### config.mk
export PLATFORM = sky130hd
export DESIGN_NAME = tsense_seq
export DESIGN_NICKNAME = d
export VERILOG_FILES = /design/src/rtl/tsense_pkg.sv /design/src/rtl/tsense_phase_timer.sv /design/src/rtl/tsense_seq.sv
export SDC_FILE = /design/constraint.sdc
export NUM_CORES = 1
export LEC_CHECK = 0
export CORE_MARGIN = 2
export CORE_UTILIZATION = 35
export CTS_CLUSTER_DIAMETER = 40
export DETAILED_ROUTE_END_ITERATION = 8
export PLACE_DENSITY = 0.63
export REMOVE_ABC_BUFFERS = 1
export SYNTH_ARGS = -nofsm -noshare
export SYNTH_HDL_FRONTEND = slang
export SYNTH_SLANG_ARGS = --single-unit
### constraint.sdc
create_clock -name clk -period 5.65 [get_ports clk]
set_clock_uncertainty 0.05 [all_clocks]
set_input_delay 0.8475 -clock clk [delete_from_list [all_inputs] [get_ports clk]]
set_output_delay 0.8475 -clock clk [all_outputs]
set_load 0.05 [all_outputs]
### src/rtl/tsense_pkg.sv
// Shared definitions for the temperature-sensor phase sequencer.
//   - FSM state encoding (state_t plus ST_* constants)
//   - charge-switch patterns for the sw[3:0] bus (bit0 PA .. bit3 PD)
//   - phase-timer width and the trim mid-code helper
package tsense_pkg;

  localparam int ST_W  = 4;
  localparam int TMR_W = 16;

  typedef logic [ST_W-1:0] state_t;

  // ST_RST only exists while reset is held; the first clock after
  // release moves to PRECHG so the full precharge length is visible.
  localparam state_t ST_RST       = 4'd0;
  localparam state_t ST_PRECHG    = 4'd1;
  localparam state_t ST_SETUP_BIG = 4'd2;
  localparam state_t ST_SETUP_DIO = 4'd3;
  localparam state_t ST_IDLE      = 4'd4;
  localparam state_t ST_BIG       = 4'd5;
  localparam state_t ST_DIO       = 4'd6;
  localparam state_t ST_HCHG      = 4'd7;
  localparam state_t ST_LCHG      = 4'd8;
  localparam state_t ST_DONE      = 4'd9;
  localparam state_t ST_GAP       = 4'd10;

  localparam logic [3:0] SW_PRECHG = 4'b1110;
  localparam logic [3:0] SW_HCHG   = 4'b0011;
  localparam logic [3:0] SW_LCHG   = 4'b0101;
  localparam logic [3:0] SW_OFF    = 4'b0000;

  // Mid-scale trim code for a w-bit trim DAC.
  function automatic int trim_mid(input int w);
    return 1 << (w - 1);
  endfunction

endpackage

### src/rtl/tsense_phase_timer.sv
// Loadable down-counter that times every sequencer phase.
// Ports:
//   clk, reset   clock, asynchronous active-high reset
//   load         load load_val (phase length - 1) on this edge
//   load_val     value to load
//   last         counter is 0: current cycle is the last of the phase
//   last_nxt     counter will be 0 after this edge (for registered strobes)
module tsense_phase_timer
  import tsense_pkg::*;
#(
  parameter int CNT_W = TMR_W
) (
  input  logic             clk,
  input  logic             reset,
  input  logic             load,
  input  logic [CNT_W-1:0] load_val,
  output logic             last,
  output logic             last_nxt
);

  logic [CNT_W-1:0] cnt_q, cnt_d;

  always_comb begin
    cnt_d = cnt_q;
    if (load)
      cnt_d = load_val;
    else if (cnt_q != '0)
      cnt_d = cnt_q - 1'b1;
  end

  always_ff @(posedge clk or posedge reset) begin
    if (reset) cnt_q <= '0;
    else       cnt_q <= cnt_d;
  end

  assign last     = (cnt_q == '0);
  assign last_nxt = (cnt_d == '0);

endmodule

### src/rtl/tsense_seq.sv
// Phase sequencer for the switched-capacitor temperature-sensor front end.
// Runs precharge and a bias-trim calibration after reset, then on each
// start performs NCYC charge-balancing cycles on the selected diode
// channel and reports the number of cmp=1 decisions.
// Ports:
//   clk, reset            clock, asynchronous active-high reset
//   start                 conversion request (honoured in IDLE only)
//   recal                 calibration request (latched at any time)
//   cmp                   comparator decision
//   phi1, big_en, phi2    diode phase switches / big-current enable
//   sw[3:0]               charge switches PA..PD
//   prechg, cmp_strobe    precharge enable, comparator latch strobe
//   chan_sel[NCH-1:0]     one-hot active channel
//   trim[TRIM_W-1:0]      bias trim code
//   busy, valid, result   status, result strobe, result count
// Build option: define TSENSE_NONOVL_EN to insert GAP_CYC all-off clocks
// between adjacent diode / charge phases.
module tsense_seq
  import tsense_pkg::*;
#(
  parameter int NCH         = 4,
  parameter int NCYC        = 64,
  parameter int PRECHG_CYC  = 21,
  parameter int BIG_CYC     = 8,
  parameter int DIODE_CYC   = 8,
  parameter int CHG_CYC     = 5,
  parameter int SETUP_STEPS = 7,
  parameter int TRIM_W      = 6,
  parameter int GAP_CYC     = 1
) (
  input  logic                      clk,
  input  logic                      reset,
  input  logic                      start,
  input  logic                      recal,
  input  logic                      cmp,
  output logic                      phi1,
  output logic                      phi2,
  output logic                      big_en,
  output logic [3:0]                sw,
  output logic                      prechg,
  output logic                      cmp_strobe,
  output logic [NCH-1:0]            chan_sel,
  output logic [TRIM_W-1:0]         trim,
  output logic                      busy,
  output logic                      valid,
  output logic [$clog2(NCYC+1)-1:0] result
);

  localparam int RES_W  = $clog2(NCYC + 1);
  localparam int STEP_W = $clog2(SETUP_STEPS + 1);
  localparam logic [TRIM_W-1:0] TRIM_MID = TRIM_W'(trim_mid(TRIM_W));

  state_t              state_q, state_d, tgt;
  logic [STEP_W-1:0]   step_q, step_d;
  logic [RES_W-1:0]    cyc_q, cyc_d, hits_q, hits_d, result_q, result_d;
  logic [TRIM_W-1:0]   trim_q, trim_d;
  logic [NCH-1:0]      chan_q, chan_d;
  logic                recal_pend_q, recal_pend_d;
  logic                start_pend_q, start_pend_d;
  logic                go;
  logic                tmr_load, tmr_last, tmr_last_nxt;
  logic [TMR_W-1:0]    tmr_val;

  logic                phi1_q, phi1_d, phi2_q, phi2_d, big_en_q, big_en_d;
  logic                prechg_q, prechg_d, strobe_q, strobe_d;
  logic                busy_q, busy_d, valid_q, valid_d;
  logic [3:0]          sw_q, sw_d;

`ifdef TSENSE_NONOVL_EN
  state_t              ret_q, ret_d;

  // Leaving any switch-driving phase goes through an all-off gap.
  function automatic logic is_phase(input state_t s);
    return (s == ST_SETUP_BIG) || (s == ST_SETUP_DIO) || (s == ST_BIG) ||
           (s == ST_DIO) || (s == ST_HCHG) || (s == ST_LCHG);
  endfunction
`endif

  // Timer reload value (length - 1) for the phase being entered.
  function automatic logic [TMR_W-1:0] phase_len(input state_t s);
    int n;
    case (s)
      ST_PRECHG:              n = PRECHG_CYC;
      ST_SETUP_BIG, ST_BIG:   n = BIG_CYC;
      ST_SETUP_DIO, ST_DIO:   n = DIODE_CYC;
      ST_HCHG, ST_LCHG:       n = CHG_CYC;
      ST_GAP:                 n = GAP_CYC;
      default:                n = 1;
    endcase
    return TMR_W'(n - 1);
  endfunction

  // One trim step: cmp=1 means bias too high, step down; saturating.
  function automatic logic [TRIM_W-1:0] trim_step(input logic [TRIM_W-1:0] t,
                                                   input logic dn);
    if (dn) return (t == '0) ? t : t - 1'b1;
    return (t == '1) ? t : t + 1'b1;
  endfunction

  tsense_phase_timer #(.CNT_W(TMR_W)) u_timer (
    .clk      (clk),
    .reset    (reset),
    .load     (tmr_load),
    .load_val (tmr_val),
    .last     (tmr_last),
    .last_nxt (tmr_last_nxt)
  );

  always_comb begin
    state_d      = state_q;
    step_d       = step_q;
    cyc_d        = cyc_q;
    hits_d       = hits_q;
    result_d     = result_q;
    trim_d       = trim_q;
    chan_d       = chan_q;
    recal_pend_d = recal_pend_q | recal;
    start_pend_d = start_pend_q;
    go           = 1'b0;
    tgt          = state_q;
`ifdef TSENSE_NONOVL_EN
    ret_d        = ret_q;
`endif

    case (state_q)
      ST_RST: begin
        go  = 1'b1;
        tgt = ST_PRECHG;
      end
      ST_PRECHG: if (tmr_last) begin
        go     = 1'b1;
        tgt    = ST_SETUP_BIG;
        step_d = '0;
      end
      ST_SETUP_BIG: if (tmr_last) begin
        go  = 1'b1;
        tgt = ST_SETUP_DIO;
      end
      ST_SETUP_DIO: if (tmr_last) begin
        go     = 1'b1;
        trim_d = trim_step(trim_q, cmp);
        if (step_q == STEP_W'(SETUP_STEPS - 1)) begin
          tgt = ST_IDLE;
        end else begin
          tgt    = ST_SETUP_BIG;
          step_d = step_q + 1'b1;
        end
      end
      ST_IDLE: begin
        // Recal wins; a coincident start is parked until calibration ends.
        if (recal_pend_q | recal) begin
          go           = 1'b1;
          tgt          = ST_SETUP_BIG;
          step_d       = '0;
          recal_pend_d = 1'b0;
          start_pend_d = start_pend_q | start;
        end else if (start | start_pend_q) begin
          go           = 1'b1;
          tgt          = ST_BIG;
          cyc_d        = '0;
          hits_d       = '0;
          start_pend_d = 1'b0;
        end
      end
      ST_BIG: if (tmr_last) begin
        go  = 1'b1;
        tgt = ST_DIO;
      end
      ST_DIO: if (tmr_last) begin
        go  = 1'b1;
        tgt = cmp ? ST_HCHG : ST_LCHG;
      end
      ST_HCHG, ST_LCHG: if (tmr_last) begin
        go = 1'b1;
        if (cyc_q == RES_W'(NCYC - 1)) begin
          tgt = ST_DONE;
        end else begin
          tgt   = ST_BIG;
          cyc_d = cyc_q + 1'b1;
        end
      end
      ST_DONE: begin
        go  = 1'b1;
        tgt = ST_IDLE;
      end
`ifdef TSENSE_NONOVL_EN
      ST_GAP: if (tmr_last) begin
        go  = 1'b1;
        tgt = ret_q;
      end
`endif
      default: begin
        go  = 1'b1;
        tgt = ST_IDLE;
      end
    endcase

    tmr_load = go;
    tmr_val  = phase_len(tgt);
    if (go) begin
`ifdef TSENSE_NONOVL_EN
      if (is_phase(state_q)) begin
        state_d = ST_GAP;
        ret_d   = tgt;
        tmr_val = phase_len(ST_GAP);
      end else begin
        state_d = tgt;
      end
`else
      state_d = tgt;
`endif
    end

    // Count on entry to HCHG so each charge phase adds exactly one.
    if (state_d == ST_HCHG && state_q != ST_HCHG)
      hits_d = hits_q + 1'b1;

    if (state_d == ST_DONE && state_q != ST_DONE) begin
      result_d = hits_q;
      chan_d   = {chan_q[NCH-2:0], chan_q[NCH-1]};
    end
  end

  // Outputs are decoded from the next state so they switch on the same
  // edge as the state; the strobe marks the final cycle of a diode phase.
  always_comb begin
    phi1_d   = (state_d == ST_BIG) || (state_d == ST_SETUP_BIG);
    big_en_d = phi1_d;
    phi2_d   = (state_d == ST_DIO) || (state_d == ST_SETUP_DIO);
    strobe_d = phi2_d && tmr_last_nxt;
    prechg_d = (state_d == ST_PRECHG);
    busy_d   = (state_d != ST_IDLE);
    valid_d  = (state_d == ST_DONE);
    case (state_d)
      ST_PRECHG: sw_d = SW_PRECHG;
      ST_HCHG:   sw_d = SW_HCHG;
      ST_LCHG:   sw_d = SW_LCHG;
      default:   sw_d = SW_OFF;
    endcase
  end

  always_ff @(posedge clk or posedge reset) begin
    if (reset) begin
      state_q      <= ST_RST;
      step_q       <= '0;
      cyc_q        <= '0;
      hits_q       <= '0;
      result_q     <= '0;
      trim_q       <= TRIM_MID;
      chan_q       <= NCH'(1);
      recal_pend_q <= 1'b0;
      start_pend_q <= 1'b0;
      phi1_q       <= 1'b0;
      phi2_q       <= 1'b0;
      big_en_q     <= 1'b0;
      prechg_q     <= 1'b0;
      strobe_q     <= 1'b0;
      busy_q       <= 1'b0;
      valid_q      <= 1'b0;
      sw_q         <= SW_OFF;
`ifdef TSENSE_NONOVL_EN
      ret_q        <= ST_IDLE;
`endif
    end else begin
      state_q      <= state_d;
      step_q       <= step_d;
      cyc_q        <= cyc_d;
      hits_q       <= hits_d;
      result_q     <= result_d;
      trim_q       <= trim_d;
      chan_q       <= chan_d;
      recal_pend_q <= recal_pend_d;
      start_pend_q <= start_pend_d;
      phi1_q       <= phi1_d;
      phi2_q       <= phi2_d;
      big_en_q     <= big_en_d;
      prechg_q     <= prechg_d;
      strobe_q     <= strobe_d;
      busy_q       <= busy_d;
      valid_q      <= valid_d;
      sw_q         <= sw_d;
`ifdef TSENSE_NONOVL_EN
      ret_q        <= ret_d;
`endif
    end
  end

  assign phi1       = phi1_q;
  assign phi2       = phi2_q;
  assign big_en     = big_en_q;
  assign sw         = sw_q;
  assign prechg     = prechg_q;
  assign cmp_strobe = strobe_q;
  assign chan_sel   = chan_q;
  assign trim       = trim_q;
  assign busy       = busy_q;
  assign valid      = valid_q;
  assign result     = result_q;

endmodule

==> results of run 1 <==
==> worst max path at each step <==
stage                     startpoint          to  slack (ns)  cells after the start
finish              u_timer.cnt_q[0]  cmp_strobe        1.22                     16
global route        u_timer.cnt_q[0]  cmp_strobe        0.96                     16
CTS                 u_timer.cnt_q[0]  cmp_strobe        1.24                     16
detailed placement               cmp  cmp_strobe        0.93                     16
global placement                 cmp  cmp_strobe        1.01                     16
floorplan           u_timer.cnt_q[0]  cmp_strobe        1.53                     15
==> routing by layer <==
metal | vias up | wire length (um) | GRT usage
met2 | 38 | 3940 | 0.240
li1 | 1417 | - | -
met3 | 13 | 215 | 0.0347
met5 | - | 0 | 0
met4 | 0 | 119 | 0.0603
met1 | 1407 | 3950 | 0.210
==> synthesized netlist by cell type (3+ instances only) <==
library cell	number	area, um2
nand3b_1	3	22.5
and3_1	4	25.0
nor3_1	7	35.0
clkbuf_1	9	33.8
inv_1	18	67.6
buf_2	3	15.0
or4_1	3	22.5
nor4_1	7	43.8
nor4b_1	4	35.0
nand2b_1	7	43.8
a21oi_1	13	65.1
nor2_1	34	128
o21ai_1	13	65.1
nand2_1	34	128
o21ai_0	21	105
or3_1	6	37.5
nand3_1	19	95.1
nand4_1	4	25.0
mux2_2	6	67.6
dfrtp_1	64	1600
xnor2_1	14	123
inv_2	3	11.3
a211oi_1	4	30.0
nor2b_1	4	25.0
ha_1	15	188
xor2_1	13	114
mux2_1	9	101
a21o_1	4	30.0
==> critical path, stage by stage, from the launching register on <==
cell and delay [ns]:
dfrtp_1 0.40, inv_1 0.18, ha_1 0.17, or4b_1 0.58
or4_4 0.63, and3_4 0.20, a2111oi_4 0.26, buf_4 0.21
ha_1 0.19, nand2_1 0.06, nand3_1 0.10, o21ai_0 0.08
ha_1 0.24, and2_1 0.17, and3_1 0.20, a311o_1 0.35
nor4_2 0.26
==> registers in the layout, summed over array words and instances, names as in the netlist <==
| signal | count |
|---|---|
| u_timer.cnt_q | 16 |
| cyc_q | 7 |
| hits_q | 7 |
| result | 7 |
| trim | 6 |
| chan_sel | 4 |
| state_q | 4 |
| sw | 4 |
| step_q | 3 |
| big_en | 1 |
| busy | 1 |
| cmp_strobe | 1 |
| phi2 | 1 |
| prechg | 1 |
| recal_pend_q | 1 |
| start_pend_q | 1 |
| valid | 1 |
==> area by class of cell <==
| class | count | area [um2] | area share |
|---|---|---|---|
| Tap cell | 136 | 170 | 0.0387 |
| Multi-Input combinational cell | 283 | 1920 | 0.436 |
| Clock inverter | 6 | 90.1 | 0.0205 |
| Timing Repair Buffer | 36 | 350 | 0.0796 |
| Inverter | 21 | 78.8 | 0.0179 |
| Clock buffer | 10 | 138 | 0.0313 |
| Sequential cell | 66 | 1650 | 0.376 |
==> power breakdown <==
group / switching [mW] / internal, mW / leakage, nW
logic: 0.292 / 0.192 / 0.918
clock network: 0.193 / 0.260 / 0.101
registers: 0.0939 / 0.550 / 0.847
total: 0.579 / 1.00 / 1.87
==> through the flow <==
step	power, mW	std cells
floorplan	1.00	370
finish	1.58	558
detailed placement	1.13	542
CTS	1.59	558
global placement	1.12	542
global route	1.68	558
==> logic make-up after synthesis <==
family | Yosys count | synth area share
other | 1 | 0.00101
multiplexers | 17 | 0.0517
adder cells (fa/ha/maj) | 16 | 0.0558
flip-flops | 66 | 0.444
XOR/XNOR | 27 | 0.0635
buffers and inverters | 36 | 0.0403
AO/OA/AOI/OAI | 74 | 0.133
AND/OR/NAND/NOR | 148 | 0.210
==> flow_metrics.env, run 1 <==
export IMPL_ys_seq_area_frac=0.444
export IMPL_post_cts_resized=0
export IMPL_fillCellCount=979
export IMPL_power_leakage_nw=1.87
export IMPL_vdd_drop_max_v=0.000186
export IMPL_r2r_start="u_timer.cnt_q[0]"
export IMPL_ys_async_sr_fraction=1.00
export IMPL_cts_setup_buffers=0
export IMPL_synth_ff_latch_count=66
export IMPL_fp_dieH_um=107
export IMPL_h_tree_depth=3
export IMPL_hold_end="result[2]"
export IMPL_grt_pass1_vias=2962
export IMPL_num_io_pins=33
export IMPL_synth_cell_area_um2=3720
export IMPL_yosysWarnings=0
export IMPL_startpoint_type="flop"
export IMPL_grt_max_degree=67
export IMPL_cts_root_buf="clkbuf_8"
export IMPL_clkSinkCount=66
export IMPL_gp_congestion=0.855
export IMPL_antenna_found_initial=0
export IMPL_setup_violations=0
export IMPL_overflow=0
export IMPL_cap_viol_max_count=0
export IMPL_slew_viol_final=0
export IMPL_drtAntennaViolNets=0
export IMPL_worst_slew_pin_slew_ns=1.10
export IMPL_pwr_density_cell_nw_per_um2=359
export IMPL_min_from="result[2]"
export IMPL_hpwl_um=5720
export IMPL_required_ns=5.86
export IMPL_start_util=0.361
export IMPL_r2r_setup_slack_ns=1.22
export IMPL_timing_rr_end="cmp_strobe"
export IMPL_fmax_mhz=226
export IMPL_clk_latency_ns=0.36
export IMPL_grt_pass1_wl_um=14100
export IMPL_first_pass_iters=4
export IMPL_place_port_buffers=32
export IMPL_track_usage=0.155
export IMPL_syn_avg_cell_area_um2=9.67
export IMPL_vias=2875
export IMPL_min_path_type="flop to flop"
export IMPL_end_kind="flop"
export IMPL_hold_viol=0
export IMPL_synth_cells=385
export IMPL_routed_wirelength_um=8220
export IMPL_cp_arrival_ns=4.64
export IMPL_num_rows=37
export IMPL_layout_min_cycle_time_ns=4.43
export IMPL_drt_iter0_markers=177
export IMPL_setup_ws_ns=1.22
export IMPL_fin_setup_tns_ns=0
export IMPL_slew_headroom=0.268
export IMPL_area_growth_pct=18.2
export IMPL_final_cell_area_um2=4400
export IMPL_whs_ns=0.440
export IMPL_n_antenna_cell=0
export IMPL_rsz0062_at_grt="no"
export IMPL_status="completed"
export IMPL_critPathMaxFanout=11
export IMPL_drt_vias_per_instance=5.15
export IMPL_cts_tree="done"
export IMPL_cts_buffers_inserted=9
export IMPL_post_route_period_util=0.784
export IMPL_synth_distinct_cells=61
export IMPL_clk_pin_slew_worst_paths_ns=0.08
export IMPL_hold_buffers=0
export IMPL_r2r_cells=16
export IMPL_final_cell_mix="64 x dfrtp_1, 34 x nor2_1, 34 x nand2_1"
export IMPL_layout_commonest_cell="dfrtp_1"
export IMPL_synth_ff_type="dfrtp_1"
export IMPL_placement_cell_area_um2=4170
export IMPL_nNetsFinal=438
export IMPL_place_ws_ns=0.927
export IMPL_drc=0
export IMPL_clockBufferDepth=2
export IMPL_critical_path_class="flop to flop"
export IMPL_die_area_um2=11500
export IMPL_die_w_um=107
export IMPL_core_area_um2=10300
export IMPL_synth_edf_count=0
export IMPL_layout_drive_gt1_share=0.107
export IMPL_hold_depth=1
export IMPL_wl_per_cell_um=14.7
export IMPL_postLayoutCoreUtil=0.426
No activity file was read; power rests on OpenSTA's default activity.
==> run 2: changes to the inputs <==
==> constraint.sdc (replaced) <==
create_clock -name clk -period 4.3 [get_ports clk]
set_clock_uncertainty 0.05 [all_clocks]
set_input_delay 0.645 -clock clk [delete_from_list [all_inputs] [get_ports clk]]
set_output_delay 0.645 -clock clk [all_outputs]
set_load 0.05 [all_outputs]
==> run 2 against run 1 <==
Against the previous run: hold slack improved by 0.0012 ns; die area did not move; final area grew 1.3%; via count grew 3.3%; non-clock buffer count up 9; clock-buffer cell count unchanged; routed wire length decreased by 2.2%; sequential power is 32% higher; critical endpoint unchanged; sequential cell count stayed put.
==> flow_metrics.env, run 2 (synthesis results as in run 1) <==
export IMPL_status="completed"
export IMPL_fmax_mhz=243
export IMPL_area_growth_pct=19.7
export IMPL_whs_ns=0.441
export IMPL_swShare=0.373
export IMPL_end_kind="flop"
export IMPL_grt_pass1_vias=2900
export IMPL_p_sw_uw=759
export IMPL_r2r_cells=13
export IMPL_required_ns=4.50
export IMPL_layout_commonest_cell="dfrtp_1"
export IMPL_min_path_type="flop to flop"
export IMPL_worst_slew_pin_slew_ns=0.991
export IMPL_slew_headroom=0.337
export IMPL_clkSinkCount=66
export IMPL_wl_per_cell_um=14.2
export IMPL_num_rows=37
export IMPL_place_port_buffers=32
export IMPL_hold_viol=0
export IMPL_num_io_pins=33
export IMPL_drtAntennaViolNets=0
export IMPL_cap_viol_max_count=0
export IMPL_power_leakage_nw=1.91
export IMPL_vdd_drop_max_v=0.000368
export IMPL_clockBufferDepth=2
export IMPL_grt_pass1_wl_um=13900
export IMPL_pwr_density_cell_nw_per_um2=456
export IMPL_clk_latency_ns=0.35
export IMPL_gp_congestion=0.765
export IMPL_cp_arrival_ns=4.31
export IMPL_setup_violations=0
export IMPL_pwr_share_clk=0.257
export IMPL_nNetsFinal=447
export IMPL_fillCellCount=975
export IMPL_cts_tree="done"
export IMPL_post_route_period_util=0.956
export IMPL_final_cell_mix="64 x dfrtp_1, 34 x nor2_1, 34 x nand2_1"
export IMPL_drt_iter0_markers=172
export IMPL_layout_drive_gt1_share=0.132
export IMPL_antenna_found_initial=0
export IMPL_core_area_um2=10300
export IMPL_cts_buffers_inserted=9
export IMPL_pwr_share_comb=0.324
export IMPL_placement_cell_area_um2=4230
export IMPL_hpwl_um=5900
export IMPL_vias=2971
export IMPL_grt_max_degree=36
export IMPL_r2r_setup_slack_ns=0.19
export IMPL_h_tree_depth=3
export IMPL_die_w_um=107
export IMPL_start_util=0.361
export IMPL_routed_wirelength_um=8040
export IMPL_first_pass_iters=5
export IMPL_startpoint_type="flop"
export IMPL_cts_root_buf="clkbuf_8"
export IMPL_regMostFlops="u_timer.cnt_q"
export IMPL_drt_vias_per_instance=5.24
export IMPL_power_frac_seq=0.419
export IMPL_n_antenna_cell=0
export IMPL_largest_reg_flops=16
export IMPL_overflow=0
export IMPL_hold_depth=1
export IMPL_power_internal_mw=1.28
export IMPL_drc=0
export IMPL_die_area_um2=11500
export IMPL_track_usage=0.153
export IMPL_critical_path_class="flop to flop"
export IMPL_slew_viol_final=0
export IMPL_fp_dieH_um=107
export IMPL_layout_min_cycle_time_ns=4.11
export IMPL_final_cell_area_um2=4460
export IMPL_clk_pin_slew_worst_paths_ns=0.07
export IMPL_critPathMaxFanout=7
export IMPL_rsz0062_at_grt="no"
[run 2: final timing paths]
kind / start / to
min in group asynchronous: reset / u_timer.cnt_q[10]
hold / removal: result[4] / result[4]
hold reg to reg: result[4] / result[4]
setup / recovery: u_timer.cnt_q[7] / cmp_strobe
max in group asynchronous: reset / trim[5]
setup reg to reg: u_timer.cnt_q[7] / cmp_strobe
[run 2: final cells by class]
| type | instances | area [um2] | area share |
|---|---|---|---|
| inverters | 21 | 78.8 | 0.0177 |
| well taps | 136 | 170 | 0.0382 |
| clock buffers | 10 | 138 | 0.0309 |
| multi-input cells | 283 | 1930 | 0.433 |
| repair buffers | 45 | 418 | 0.0938 |
| clock inverters | 6 | 66.3 | 0.0149 |
| flip-flops and latches | 66 | 1650 | 0.371 |
[run 2: worst max-delay path, stage by stage (launching register included)]
cell       delay [ns]
dfrtp_1          0.40
or4_1            0.71
or4_4            0.64
and3_4           0.19
a2111oi_4        0.31
ha_1             0.23
nand2_1          0.06
nand3_1          0.09
o21ai_0          0.09
ha_1             0.25
and2_1           0.17
and3_1           0.19
a311o_1          0.35
nor4_2           0.28
[run 2: timing repair]
action	4_1_cts	5_1_grt
resized for setup	0	3
hold buffers	0	0
setup buffers	0	2
endpoints found under the setup margin	0	1
[run 2: through the flow]
| stage | instances | power, mW | worst slack (ns) | TNS (ns) | util |
|---|---|---|---|---|---|
| after floorplan | 370 | 1.31 | 0.177 | 0 | - |
| after global placement | 549 | 1.49 | 0.0133 | 0 | 0.409 |
| after detailed placement | 549 | 1.51 | -0.0978 | -0.0978 | 0.409 |
| after CTS | 565 | 2.05 | 0.0876 | 0 | 0.429 |
| after global routing | 567 | 2.18 | 0.00394 | 0 | 0.432 |
| final | 567 | 2.03 | 0.188 | 0 | 0.432 |
[run 2: metal layers]
layer  vias up  global-route usage  wire (um)
met4         0              0.0566        121
met2        57               0.250       3930
met3         9              0.0353        313
li1       1443                   -          -
met5         -                   0          0
met1      1462               0.197       3670
[run 2: power by group through the flow]
stage | Sequential [mW] | Clock, mW | Combinational (mW)
3_3_place_gp | 0.853 | 0 | 0.638
5_1_grt | 0.870 | 0.576 | 0.732
6_report | 0.852 | 0.524 | 0.659
3_5_place_dp | 0.858 | 0 | 0.647
4_1_cts | 0.848 | 0.546 | 0.653
2_1_floorplan | 0.890 | 0 | 0.424
